[src/rtl/ng_instr_decoder.sv]
// nandgame-core instruction decoder: registered output stage, one-entry skid.
// Optional reserved-bit check and illegal counter: define NG_DECODE_ILLEGAL_EN.
module ng_instr_decoder #(
  parameter int DATA_W = 16,
  parameter int CNT_W  = 16
) (
  input  logic              clk,
  input  logic              rst,
  input  logic              instr_valid,
  output logic              instr_ready,
  input  logic [DATA_W-1:0] instr,
  output logic              dec_valid,
  input  logic              dec_ready,
  output logic              is_const,
  output logic [DATA_W-1:0] const_val,
  output logic [2:0]        alu_opcode,
  output logic              alu_zx,
  output logic              alu_sw,
  output logic              use_mem,
  output logic              dst_a,
  output logic              dst_d,
  output logic              dst_m,
  output logic              jmp_lt,
  output logic              jmp_eq,
  output logic              jmp_gt,
`ifdef NG_DECODE_ILLEGAL_EN
  output logic              illegal,
  output logic [CNT_W-1:0]  illegal_cnt,
`endif
  output logic [CNT_W-1:0]  instr_cnt,
  output logic [CNT_W-1:0]  const_cnt
);

  typedef struct packed {
    logic              is_const;
    logic [DATA_W-1:0] const_val;
    logic [2:0]        opcode;
    logic              zx;
    logic              sw;
    logic              use_mem;
    logic              dst_a;
    logic              dst_d;
    logic              dst_m;
    logic              jlt;
    logic              jeq;
    logic              jgt;
`ifdef NG_DECODE_ILLEGAL_EN
    logic              illegal;
`endif
  } bundle_t;

  bundle_t    w_dec;
  bundle_t    w_out;
  bundle_t    r_out;
  bundle_t    r_skid;
  logic       r_out_v;
  logic       r_skid_v;
  logic       w_acc;
  logic       w_dlv;
  logic [CNT_W-1:0] r_icnt;
  logic [CNT_W-1:0] r_ccnt;
`ifdef NG_DECODE_ILLEGAL_EN
  logic [CNT_W-1:0] r_lcnt;
`else
  logic       w_unused_rsvd;
  assign w_unused_rsvd = ^{instr[14:13], instr[11]};
`endif

  assign instr_ready = !r_skid_v && !rst;
  assign w_acc       = instr_valid && instr_ready;
  assign w_dlv       = r_out_v && dec_ready;

  // Field decode of the incoming word; constants only write A.
  always_comb begin
    w_dec = '0;
    if (!instr[15]) begin
      w_dec.is_const  = 1'b1;
      w_dec.const_val = instr;
      w_dec.dst_a     = 1'b1;
    end else begin
      w_dec.opcode  = instr[10:8];
      w_dec.zx      = instr[7];
      w_dec.sw      = instr[6];
      w_dec.use_mem = instr[12];
      w_dec.dst_a   = instr[5];
      w_dec.dst_d   = instr[4];
      w_dec.dst_m   = instr[3];
      w_dec.jlt     = instr[2];
      w_dec.jeq     = instr[1];
      w_dec.jgt     = instr[0];
`ifdef NG_DECODE_ILLEGAL_EN
      w_dec.illegal = instr[14] | instr[13] | instr[11];
      if (w_dec.illegal) begin
        w_dec.dst_a = 1'b0;
        w_dec.dst_d = 1'b0;
        w_dec.dst_m = 1'b0;
        w_dec.jlt   = 1'b0;
        w_dec.jeq   = 1'b0;
        w_dec.jgt   = 1'b0;
      end
`endif
    end
  end

  // Output register and skid: refill output from skid first, else from input.
  always_ff @(posedge clk) begin
    if (rst) begin
      r_out    <= '0;
      r_skid   <= '0;
      r_out_v  <= 1'b0;
      r_skid_v <= 1'b0;
    end else if (w_dlv) begin
      if (r_skid_v) begin
        r_out    <= r_skid;
        r_skid_v <= 1'b0;
      end else if (w_acc) begin
        r_out <= w_dec;
      end else begin
        r_out_v <= 1'b0;
      end
    end else if (!r_out_v) begin
      if (w_acc) begin
        r_out   <= w_dec;
        r_out_v <= 1'b1;
      end
    end else if (w_acc) begin
      r_skid   <= w_dec;
      r_skid_v <= 1'b1;
    end
  end

  // Saturating delivery statistics.
  always_ff @(posedge clk) begin
    if (rst) begin
      r_icnt <= '0;
      r_ccnt <= '0;
    end else if (w_dlv) begin
      if (r_icnt != '1)
        r_icnt <= r_icnt + CNT_W'(1);
      if (r_out.is_const && r_ccnt != '1)
        r_ccnt <= r_ccnt + CNT_W'(1);
    end
  end

`ifdef NG_DECODE_ILLEGAL_EN
  // Saturating count of delivered illegal bundles.
  always_ff @(posedge clk) begin
    if (rst)
      r_lcnt <= '0;
    else if (w_dlv && r_out.illegal && r_lcnt != '1)
      r_lcnt <= r_lcnt + CNT_W'(1);
  end

  assign illegal     = w_out.illegal;
  assign illegal_cnt = r_lcnt;
`endif

  assign w_out      = rst ? '0 : r_out;
  assign dec_valid  = r_out_v && !rst;
  assign is_const   = w_out.is_const;
  assign const_val  = w_out.const_val;
  assign alu_opcode = w_out.opcode;
  assign alu_zx     = w_out.zx;
  assign alu_sw     = w_out.sw;
  assign use_mem    = w_out.use_mem;
  assign dst_a      = w_out.dst_a;
  assign dst_d      = w_out.dst_d;
  assign dst_m      = w_out.dst_m;
  assign jmp_lt     = w_out.jlt;
  assign jmp_eq     = w_out.jeq;
  assign jmp_gt     = w_out.jgt;
  assign instr_cnt  = r_icnt;
  assign const_cnt  = r_ccnt;

endmodule

[config.mk]
export PLATFORM = sky130hd
export DESIGN_NAME = ng_instr_decoder
export DESIGN_NICKNAME = d
export VERILOG_FILES = /design/src/rtl/ng_instr_decoder.sv
export SDC_FILE = /design/constraint.sdc
export NUM_CORES = 1
export LEC_CHECK = 0
export CAP_MARGIN = 15
export CORE_MARGIN = 10
export CORE_UTILIZATION = 40
export CTS_CLUSTER_SIZE = 16
export DETAILED_ROUTE_END_ITERATION = 8
export GPL_TIMING_DRIVEN = 0
export HOLD_SLACK_MARGIN = 0.1
export PLACE_DENSITY_LB_ADDON = 0.12
export SYNTH_ARGS = -nofsm -noshare
export SYNTH_HDL_FRONTEND = slang
export SYNTH_SLANG_ARGS = --single-unit
[constraint.sdc]
create_clock -name clk -period 1.9 [get_ports clk]
set_input_delay 0.38 -clock clk [delete_from_list [all_inputs] [get_ports clk]]
set_output_delay 0.38 -clock clk [all_outputs]
set_load 0.02 [all_outputs]
# == Word level (Yosys, flattened, before mapping) ==
# Cells that the tools add are included.
# totals
regBits,92
latch_bits,0
ramBits,0
romBits,0
output_inout_bits,63
mem_count,0
# classes
addsub,2
mul,0
n_div,0
order_cmp,0
eq_ne,5
n_shift,0
mux,14
bitwise,1
reduce_logical,13
# ops
cell,count
two-way mux 29 bit,5
adder 16 x 1 -> 16 bit (second input constant),2
inequality test 16 bit (second input constant),2
two-way mux 17 bit,1
AND reduction 2 bit,4
two-way mux 1 bit,6
two-way mux 6 bit,1
logical AND 1 bit,5
two-way mux 5 bit,1
inequality test 2 bit (second input constant),2
AND reduction 3 bit,1
logical NOT 1 bit,2
inequality test 2 x 1 -> 1 bit (second input constant),1
OR reduction 2 bit,1
NOT 1 bit,1

# == Logic depth before layout (Yosys ltp) ==
# Gate-level depths: netlist of the first run.
# logic_depth
word_depth,6
mapped_depth,7

# == Least setup slack after synthesis of the first run ==
# OpenSTA, ideal clock, no wires.
# synth_timing
path_kind,register to register
from,reg r_icnt[0] (netlist: instr_cnt[0])
to,reg r_icnt[1] (netlist: instr_cnt[1])
setup_ns,0.132
t_arrival_ns,1.795
slack_ns,-0.027
stages_incl_launch_ff,8
n_path_buf,2
period_less_slack_ns,1.927
cell_sequence,dfxtp_1 > ha_1 > nand4_1 > nor4_2 > buf_4 > buf_4 > nand3b_1 > a21oi_1
# synth_via
elab_chain_len,2
word_cells_on_any_way,3
classes_between,add/sub (1); eq/ne (1); reduce/logical (1)
# synth_rtl
item,line_no,rtl
from (decl),60,logic [CNT_W-1:0] r_icnt;
from (signal assigned),139,r_icnt <= r_icnt + CNT_W'(1);
branches (longest 2 deep; another with adder 16 x 1 -> 16 bit),--,
# Several ways; the timed one is not identified.
# A chain may end at the register's enable or synchronous reset.

# == Worst setup path in the final report of the first run ==
# layout_timing
from,in rst
to,out const_val[3]
# layout_via
elab_chain_len,1
# layout_rtl
item,line_no,rtl
from (decl),8,"input logic rst,"
two-way mux 29 bit,158,assign w_out = rst ? '0 : r_out;
to (decl),15,"output logic [DATA_W-1:0] const_val,"
# No other way between the ends.

==> results of run 1 <==
[layout make-up]
cell class / instances / area, µm²
fill: 1020 / 4750
multi-input combinational: 372 / 2290
sequential: 91 / 1830
timing repair buffer: 91 / 847
buffer: 38 / 231
tap: 136 / 170
clock buffer: 10 / 138
clock inverter: 5 / 53.8
inverter: 5 / 18.8
[metrics by stage]
stage / TNS (ns) / setup slack [ns] / instance area, µm² / power [W]
floorplan: 0 / 0.00198 / 4260 / 0.00228
global placement: -68.86 / -1.35 / 5250 / 0.00246
detailed placement: -70.71 / -1.36 / 5250 / 0.00247
CTS: 0 / 0.00394 / 5500 / 0.00377
global route: -0.0524 / -0.0142 / 5580 / 0.00390
finish: 0 / 0.0694 / 5580 / 0.00374
[state kept, by name (all words and copies together) (netlist names)]
signal and flops:
const_cnt 16, r_skid 28, r_out_v 1, instr_cnt 16, r_skid_v 1, r_out 29
[cells in the mapped netlist, types with 3 or more instances]
cell type and instances:
o21ai_0 7, nor2b_1 53, nand3_1 23, nand4_1 14
a21oi_1 38, o31ai_1 12, o22ai_1 28, o21ai_1 4
mux2i_1 17, nor2_1 54, buf_4 3, or3_1 12
nor3_1 5, buf_2 7, buf_1 4, or4_1 11
dfxtp_1 91, and3_1 3, inv_1 5, mux2_1 3
clkbuf_1 25, a211oi_1 18, nand2_1 30, a2bb2oi_1 13
[layer usage]
metal,up-vias,routed length (µm),share of wire
met5,-,0,0
met4,0,155,0.013
met3,13,622,0.050
met2,101,6090,0.49
met1,1973,5490,0.44
li1,2055,-,-
[placed cells by master, fill, tap and decap left out, types with 13 or more instances in the layout]
master,count
a211oi_1,18
a21oi_1,38
a2bb2oi_1,13
buf_4,17
clkbuf_1,16
clkdlybuf4s50_1,41
dfxtp_1,88
mux2i_1,17
nand2_1,30
nand3_1,23
nand4_1,14
nor2_1,52
nor2b_1,52
o22ai_1,28
[worst reg2reg max path, delay by kind of cell (launching register included)]
family	cells	cell delay (ns)
flip-flops	1	0.40
adder cells (fa/ha/maj)	1	0.24
AND/OR/NAND/NOR	3	0.95
AO/OA/AOI/OAI	1	0.15
[worst paths after layout]
path / cells after the start / endpoint / start / slack (ns)
worst max-delay path: 5 / const_val[3] / rst / 0.07
worst min register to register: 2 / r_skid[7] / r_skid[7] / 0.46
worst min-delay path: 2 / r_skid[7] / r_skid[7] / 0.46
worst max register to register: 5 / instr_cnt[14] / instr_cnt[1] / 0.08
[repair_timing]
item	in CTS	in global routing
buffers inserted	1	8
endpoints found under the hold margin	0	0
pin swaps	1	3
setup endpoints to repair	112	84
gates resized for setup	125	31
[kinds of logic after synthesis]
kind of cell             after synthesis
AND/OR/NAND/NOR                      223
multiplexers                          21
buffers and inverters                 44
AO/OA/AOI/OAI                        126
flip-flops                            91
adder cells (fa/ha/maj)                2
[power by group]
part / switching (W) / leakage [nW] / total (W) / internal, W
Sequential: 0.0000292 / 0.740 / 0.00199 / 0.00196
Combinational: 0.000251 / 1.26 / 0.000442 / 0.000191
Clock: 0.000681 / 0.102 / 0.00131 / 0.000633
==> metrics.txt, run 1 <==
# TYPE chip_impl_metric gauge
chip_impl_info{name="outcome",value="finished, final reports clean"} 1
chip_impl_metric{name="p_leak",unit="nW"} 2.10
chip_impl_info{name="ys_top_cells_by_area",value="dfxtp_1 (43%), nor2b_1 (7.8%), nor2_1 (4.8%)"} 1
chip_impl_metric{name="crit_fanout",unit=""} 10
chip_impl_metric{name="ys_async_sr_fraction",unit=""} 0
chip_impl_metric{name="instances_no_fill",unit=""} 748
chip_impl_metric{name="routed_wl",unit="µm"} 12400
chip_impl_metric{name="drt-initial-drc-count",unit=""} 403
chip_impl_metric{name="drt_pass1_iterations",unit=""} 5
chip_impl_metric{name="cts-hold-fix-buffers",unit=""} 0
chip_impl_metric{name="maximum_number_of_pins_on_one_net_before_global_route_repair",unit=""} 15
chip_impl_metric{name="fin_worst_skew",unit="ns"} 0.0128
chip_impl_metric{name="grt_util_met1",unit=""} 0.201
chip_impl_metric{name="vdd.ir_drop.worst",unit="V"} 0.000373
chip_impl_metric{name="antenna-diode-count",unit=""} 0
chip_impl_info{name="top_usage_layer",value="met2"} 1
chip_impl_metric{name="critPathMaxStageDelay",unit="ns"} 0.31
chip_impl_metric{name="clock_path_buffers",unit=""} 2
chip_impl_metric{name="die_height",unit="µm"} 123
chip_impl_metric{name="syn-instance-count",unit=""} 507
chip_impl_metric{name="synth.ff_latch_count",unit=""} 91
chip_impl_metric{name="clk_latency",unit="ns"} 0.36
chip_impl_metric{name="grt_antenna_before_repair",unit=""} 0
chip_impl_metric{name="drv.max_cap_violation_count",unit=""} 0
chip_impl_metric{name="synthDistinctLibCells",unit=""} 43
chip_impl_info{name="min_path_type",value="register to register"} 1
chip_impl_info{name="rsz0062_at_grt",value="yes"} 1
chip_impl_metric{name="max-slew-margin-rel",unit=""} 0.614
chip_impl_metric{name="synth_enable_flop_cells",unit=""} 0
chip_impl_metric{name="synthesis.nets",unit=""} 529
chip_impl_metric{name="num_rows",unit=""} 37
chip_impl_info{name="cts_root_buffer",value="clkbuf_8"} 1
chip_impl_metric{name="synth_adder_area_share",unit=""} 0.00589
chip_impl_metric{name="min_period_over_period",unit=""} 0.963
chip_impl_metric{name="yosysWarningCount",unit=""} 0
chip_impl_metric{name="io_buffers",unit=""} 82
chip_impl_metric{name="number_of_vias_in_the_routed_layout",unit=""} 4142
chip_impl_metric{name="synthMuxAreaShare",unit=""} 0.0506
chip_impl_metric{name="numPlacedInstances",unit=""} 725
chip_impl_metric{name="powerDensity",unit="nW/µm²"} 671
chip_impl_info{name="crit_path_cell_trace",value="dlygate4sd2_1 -> clkbuf_8 -> clkbuf_4 -> nor2b_1 -> clkdlybuf4s15_1"} 1
chip_impl_metric{name="cp.required",unit="ns"} 1.52
chip_impl_info{name="tritoncts",value="built"} 1
chip_impl_metric{name="synth.cell_area",unit="µm²"} 4250
chip_impl_metric{name="number_of_global_route_vias_before_repair",unit=""} 3933
chip_impl_metric{name="layout-area-overhead-vs-synth",unit="%"} 31.2
chip_impl_metric{name="clk_pin_slew_worst_paths",unit="ns"} 0.09
chip_impl_metric{name="synthesis.area_per_instance",unit="µm²"} 8.38
chip_impl_metric{name="finalMaxSlewViolations",unit=""} 0
chip_impl_metric{name="post_synth_xor_area_fraction",unit=""} 0
chip_impl_metric{name="die_area",unit="µm²"} 15100
chip_impl_metric{name="worstMarginPinSlew",unit="ns"} 0.579
chip_impl_metric{name="synth_top_area_frac",unit=""} 0.429
chip_impl_metric{name="boundaryPins",unit=""} 83
chip_impl_metric{name="final_layout_size_suffix_gt1_frac",unit=""} 0.149
chip_impl_metric{name="synth_sequential_area_ratio",unit=""} 0.429
chip_impl_info{name="synth_ff_type",value="dfxtp_1"} 1
chip_impl_metric{name="drcViolationCount",unit=""} 0
chip_impl_metric{name="clock.fmax",unit="MHz"} 546
chip_impl_info{name="critical-path-top-delay-family",value="buffers and inverters"} 1
chip_impl_metric{name="hold_ws",unit="ns"} 0.459
chip_impl_info{name="worst-setup-path-type",value="input pin to primary output"} 1
chip_impl_metric{name="postRouteAntennaNets",unit=""} 0
chip_impl_metric{name="gr-usage-met2",unit=""} 0.272
chip_impl_metric{name="groute.usage.overall",unit=""} 0.163
chip_impl_metric{name="hold_viol",unit=""} 0
chip_impl_metric{name="initial_utilization",unit=""} 0.412
chip_impl_info{name="setup.worst_path.start_class",value="input pin"} 1
chip_impl_metric{name="cts_buffers",unit=""} 9
chip_impl_metric{name="routed_via_density",unit=""} 5.54
chip_impl_metric{name="post_synthesis_compound_gate_area_fraction",unit=""} 0.189
chip_impl_metric{name="final.min_clock_period",unit="ns"} 1.83
chip_impl_info{name="critPathSlowestCell",value="clkdlybuf4s15_1"} 1
chip_impl_info{name="critPathCaptureType",value="primary output"} 1
chip_impl_metric{name="num-nets-final",unit=""} 630
chip_impl_metric{name="fin_util",unit=""} 0.540
chip_impl_metric{name="wire_length_of_the_first_global_routing_pass",unit="µm"} 19900
chip_impl_metric{name="wl_per_cell",unit="µm"} 16.5
chip_impl_info{name="dominant_combinational_cell_family_by_area_after_synthesis",value="simple AND/OR/NAND/NOR gates"} 1
chip_impl_metric{name="die_width",unit="µm"} 123
chip_impl_metric{name="dp_hpwl",unit="µm"} 9160
chip_impl_metric{name="numClockSinks",unit=""} 91
chip_impl_metric{name="setup_violations",unit=""} 0
chip_impl_metric{name="critPathArrivalTime",unit="ns"} 1.45
chip_impl_metric{name="cts.htree.levels",unit=""} 3
chip_impl_info{name="synth.largest_area_cell",value="dfxtp_1"} 1
chip_impl_metric{name="globalRoute.totalOverflow",unit=""} 0
chip_impl_metric{name="groute.layer.met3.usage",unit=""} 0.0460
chip_impl_metric{name="synth_simple_gate_area_share",unit=""} 0.282
chip_impl_metric{name="std_cell_core_area",unit="µm²"} 10300
chip_impl_metric{name="gp_congestion",unit=""} 0.883
chip_impl_metric{name="critical_path_buf_inv_count",unit=""} 4
Note: power is estimated with default switching activity, not from simulation.
==> run 2: changes to the inputs <==
ABC_CLOCK_PERIOD_IN_PS = 1900   (was default)
CAP_MARGIN = 20   (was 15)
==> results of run 2 <==
Final layout, timing and power as in run 1 (identical DEF).
